File: src/rtl/uart_rx_deserializer.sv
// UART receiver: synchronizes SerialIn, times each bit from the start-bit centre and
// emits each framed word with a one-cycle SetFlag, or a FramingError on a bad stop bit.
module uart_rx_deserializer #(
  parameter int WORD_SIZE    = 8,
  parameter int CLKS_PER_BIT = 16
) (
  input  logic                 Clock,
  input  logic                 ResetN,
  input  logic                 SerialIn,
  output logic [WORD_SIZE-1:0] DataOut,
  output logic                 SetFlag,
  output logic                 FramingError,
  output logic                 Busy
);

  localparam int CNT_W = (CLKS_PER_BIT > 1) ? $clog2(CLKS_PER_BIT) : 1;
  localparam int IDX_W = (WORD_SIZE > 1) ? $clog2(WORD_SIZE) : 1;
  localparam logic [CNT_W-1:0] CNT_HALF = CNT_W'(CLKS_PER_BIT / 2 - 1);
  localparam logic [CNT_W-1:0] CNT_LAST = CNT_W'(CLKS_PER_BIT - 1);
  localparam logic [IDX_W-1:0] IDX_LAST = IDX_W'(WORD_SIZE - 1);

  typedef enum logic [2:0] {IDLE, START, DATA, STOP, BREAK} stateT;

  stateT                state;
  stateT                stateNext;
  logic                 rxMeta;
  logic                 rxS;
  logic [CNT_W-1:0]     bitCnt;
  logic [IDX_W-1:0]     bitIdx;
  logic [WORD_SIZE-1:0] shiftReg;
  logic                 cntClear;
  logic                 sampleBit;
  logic                 wordDone;
  logic                 stopBad;

  // Line synchronizer; both flops rest at the idle level
  always_ff @(posedge Clock or negedge ResetN) begin
    if (!ResetN) begin
      rxMeta <= 1'b1;
      rxS    <= 1'b1;
    end else begin
      rxMeta <= SerialIn;
      rxS    <= rxMeta;
    end
  end

  always_ff @(posedge Clock or negedge ResetN) begin
    if (!ResetN) state <= IDLE;
    else         state <= stateNext;
  end

  always_comb begin
    stateNext = state;
    case (state)
      IDLE:    if (!rxS) stateNext = START;
      START:   if (bitCnt == CNT_HALF) stateNext = rxS ? IDLE : DATA;
      DATA:    if (bitCnt == CNT_LAST && bitIdx == IDX_LAST) stateNext = STOP;
      STOP:    if (bitCnt == CNT_LAST) stateNext = rxS ? IDLE : BREAK;
      BREAK:   if (rxS) stateNext = IDLE;
      default: stateNext = IDLE;
    endcase
  end

  // Sampling strobes: the counter restarts at every sampling point
  always_comb begin
    cntClear  = 1'b0;
    sampleBit = 1'b0;
    wordDone  = 1'b0;
    stopBad   = 1'b0;
    Busy      = 1'b0;
    case (state)
      START: begin
        Busy     = 1'b1;
        cntClear = (bitCnt == CNT_HALF);
      end
      DATA: begin
        Busy      = 1'b1;
        sampleBit = (bitCnt == CNT_LAST);
        cntClear  = sampleBit;
      end
      STOP: begin
        Busy = 1'b1;
        if (bitCnt == CNT_LAST) begin
          cntClear = 1'b1;
          wordDone = rxS;
          stopBad  = !rxS;
        end
      end
      default: cntClear = 1'b1;
    endcase
  end

  always_ff @(posedge Clock or negedge ResetN) begin
    if (!ResetN) begin
      bitCnt       <= '0;
      bitIdx       <= '0;
      shiftReg     <= '0;
      DataOut      <= '0;
      SetFlag      <= 1'b0;
      FramingError <= 1'b0;
    end else begin
      bitCnt <= cntClear ? '0 : bitCnt + 1'b1;
      if (state != DATA)
        bitIdx <= '0;
      else if (sampleBit)
        bitIdx <= (bitIdx == IDX_LAST) ? '0 : bitIdx + 1'b1;
      if (sampleBit)
        shiftReg <= {rxS, shiftReg} >> 1;
      if (wordDone)
        DataOut <= shiftReg;
      SetFlag      <= wordDone;
      FramingError <= stopBad;
    end
  end

endmodule

File: config.mk
export PLATFORM = sky130hd
export DESIGN_NAME = uart_rx_deserializer
export DESIGN_NICKNAME = d
export VERILOG_FILES = /design/src/rtl/uart_rx_deserializer.sv
export SDC_FILE = /design/constraint.sdc
export NUM_CORES = 1
export LEC_CHECK = 0
export BUFFER_PORTS_ARGS = -buffer_cell sky130_fd_sc_hd__buf_2
export CORE_MARGIN = 2
export CORE_UTILIZATION = 46
export DETAILED_ROUTE_END_ITERATION = 10
export GPL_TIMING_DRIVEN = 1
export PLACE_DENSITY = 0.74
export SYNTH_ARGS = -nofsm -noshare
export SYNTH_HDL_FRONTEND = slang
export SYNTH_SLANG_ARGS = --single-unit
File: constraint.sdc
create_clock -name Clock -period 3.3 [get_ports Clock]
set_clock_uncertainty 0.05 [all_clocks]
set_input_delay 0.33 -clock Clock [delete_from_list [all_inputs] [get_ports Clock]]
set_output_delay 0.33 -clock Clock [all_outputs]
set_load 0.05 [all_outputs]
==> reports/qor.csv <==
stage;metric;value;unit
critical_path;Top delay family on crit path;simple AND/OR/NAND/NOR gates;
critical_path;critical path peak fanout;9;
cells_and_area;final net count;116;
yosys;post-synthesis cell area;1280;sq um
power_and_ir_drop;Sw Ratio;0.304;
sta;final max-slew violation count;0;
grt;largest net degree at the start of global routing;31;
routing;drt first pass iters;4;
yosys;Post-Synthesis Cells;93;
routing;routed length per instance;14.4;um
sta;post-route clock period utilization;0.556;
critical_path;CP peak stage delay;390;ps
cts;CTS tree;yes;
critical_path;CP endpoint kind;register;
cts;worst skew pair latency;320;ps
power_and_ir_drop;Comb pwr share;0.177;
cts;htree depth;2;
floorplanning;die height;56.8;um
cts;clock slew at reported path FFs;80;ps
yosys;yosys warns;0;
yosys;Post-Syn Nets;99;
floorplanning;Initial Util;0.473;
yosys;leading area contributor after synthesis;dfrtp_1;
floorplanning;Die Wd;56.8;um
sta;Period minus WS final;1840;ps
placed_design;Routability Congestion;0.729;
routing;vias post-DR;764;
floorplanning;Placeable Area;2710;sq um
cells_and_area;Area Growth Syn to Fin;9.47;%
power_and_ir_drop;Pleak;0.000718;uW
yosys;Post-synth EDFFs;0;
yosys;asr flop ratio synth;1.00;
critical_path;worst path cell trace;ha_1 > and3_1 > and4_4 > mux2_4;
sta;RSZ-0062 raised after global routing;no;
yosys;most frequent cells after synthesis;dfrtp_1 (28), mux2_2 (8), mux2_4 (8), nor2_1 (8);
sta;TNS Setup;0;ps
status;status;completed;
yosys;Avg Inst Size Synth;13.8;sq um
routing;vias per cell;5.38;
yosys;#FFs+latches synth;30;
floorplanning;IO Count;14;
power_and_ir_drop;Power Density;559;nW/um^2
yosys;Area contributors post-synth;dfrtp_1 (55%), mux2_4 (9.4%), mux2_2 (7.0%);
cts;cts hold-fix bufs;1;
cts;Post-CTS Resized;0;
routing;Initial DRC Count;12;
critical_path;Critical Path RT;3470;ps
cells_and_area;Diodes inserted;0;
power_and_ir_drop;Int Power;546;uW
critical_path;crit path DAT;2000;ps
grt;first-pass GRT wire length;3.53;mm
sta;Worst-Margin Slew;648;ps
power_and_ir_drop;Clk pwr share;0.256;
grt;initial antenna violation count;0;
yosys;Seq/Total Area, Yosys;0.588;
cts;CTS buffer count;5;
grt;gr usage total;0.147;
cells_and_area;# fillers;248;
power_and_ir_drop;sequential share of power;0.566;
cells_and_area;Sequential cell area;753;sq um
critical_path;CP Class;register to register;
routing;Routed Antenna Nets;0;
sta;Rel. slew slack;0.568;
sta;final hold slack;46.8;ps
sta;Final Setup Violations;0;
cts;Num Clock Sinks;30;
placed_design;port bufs;13;
power_and_ir_drop;Switch Pwr;239;uW
routing;DRC Markers;0;
cts;postcts setup bufs;0;
sta;f_max;545;MHz
critical_path;startpoint types;register;
sta;final hold violation count;0;
yosys;Top FF cell, synth;dfrtp_1;
cells_and_area;footprint of the multi-input gates;477;sq um
yosys;top-area cell type share of the netlist area;0.547;
yosys;top-count cell post-synth;dfrtp_1;
power_and_ir_drop;maximum vdd drop;0.000382;V
worst_hold_path;HP Class;input pin to register;
floorplanning;num rows;19;
placed_design;DPL Wire Length;1.45;mm
critical_path;critical path depth;4;
critical_path;slowest CP cell;and4_4;
cells_and_area;Util after Layout;0.518;
worst_hold_path;WHS Path Cells;1;
grt;number of global-route vias before repair;751;
grt;GR Overflow Total;0;
yosys;Yosys cell types;27;
run;Max-Cap Viols;0;
routing;WL final;2.04;mm
critical_path;Buf/Inv on CP;0;
critical_path;r2r worst-path depth;4;
floorplanning;die area;3220;sq um
cells_and_area;share of post-route cells with drive strength above 1;0.369;
cts;clk root buf;clkbuf_4;
cts;Max Root-Sink Buffers;2;
state kept, by name (all words and copies together), names as in the netlist:
| signal | count |
|---|---|
| bitCnt | 4 |
| bitIdx | 3 |
| rxS | 1 |
| state | 3 |
| SetFlag | 1 |
| DataOut | 8 |
| shiftReg | 8 |
| FramingError | 1 |
| rxMeta | 1 |
cell type report:
| class | count | share of cell area |
|---|---|---|
| clock buffers | 6 | 0.0294 |
| multi-input cells | 57 | 0.340 |
| flip-flops and latches | 30 | 0.537 |
| inverters | 2 | 0.00535 |
| repair buffers | 14 | 0.0535 |
| well taps | 31 | 0.0277 |
| clock inverters | 2 | 0.00714 |
stage by stage:
stage	cells	area, sq um	worst slack [ps]	power [uW]
final	142	1400	1460	785
after global routing	142	1400	1380	834
after CTS	142	1400	1470	792
after detailed placement	133	1340	1450	589
after global placement	133	1340	1550	580
after floorplan	93	1280	1600	561
layer usage:
| metal | vias to the layer above | share of wire | track usage |
|---|---|---|---|
| met5 | - | 0 | 0 |
| met4 | 0 | 0.028 | 0.0897 |
| met3 | 8 | 0.032 | 0.0438 |
| met2 | 10 | 0.49 | 0.216 |
| met1 | 388 | 0.45 | 0.190 |
| li1 | 358 | - | - |
path summary, 6_finish.rpt:
path                           start          end  slack, ps
setup / recovery           bitCnt[0]   DataOut[4]       1460
hold / removal              SerialIn       rxMeta         50
setup reg to reg           bitCnt[0]   DataOut[4]       1460
hold reg to reg               rxMeta          rxS        320
max in group asynchronous     ResetN  shiftReg[7]       2270
min in group asynchronous     ResetN      SetFlag        490
power groups by stage:
stage                     sequential (uW)  clock [uW]  combinational [uW]
after CTS                             443         209                 141
final                                 444         201                 139
after global routing                  450         229                 156
after floorplan                       431           0                 131
after global placement                447           0                 133
after detailed placement              450           0                 140
cell families after synthesis:
| logic type | synth area share |
|---|---|
| flops | 0.588 |
| xor+xnor | 0.0205 |
| buf+inv | 0.0400 |
| mux | 0.164 |
| compound gates | 0.0449 |
| fa+ha+maj | 0.0293 |
| simple gates | 0.113 |
placed cells by master (no fill, tap or decap), types with 2 or more instances in the layout:
| cell | instances |
|---|---|
| dfstp_2 | 2 |
| nand3b_1 | 2 |
| clkinv_2 | 2 |
| a21oi_1 | 5 |
| and3_1 | 2 |
| buf_2 | 13 |
| a211oi_1 | 2 |
| inv_1 | 2 |
| mux2_4 | 8 |
| ha_1 | 3 |
| nor2_1 | 8 |
| nand3_1 | 3 |
| dfrtp_1 | 28 |
| mux2_2 | 8 |
| nand2_1 | 5 |
| clkbuf_4 | 5 |
| xnor2_1 | 2 |
No activity file was read; power rests on OpenSTA's default activity.
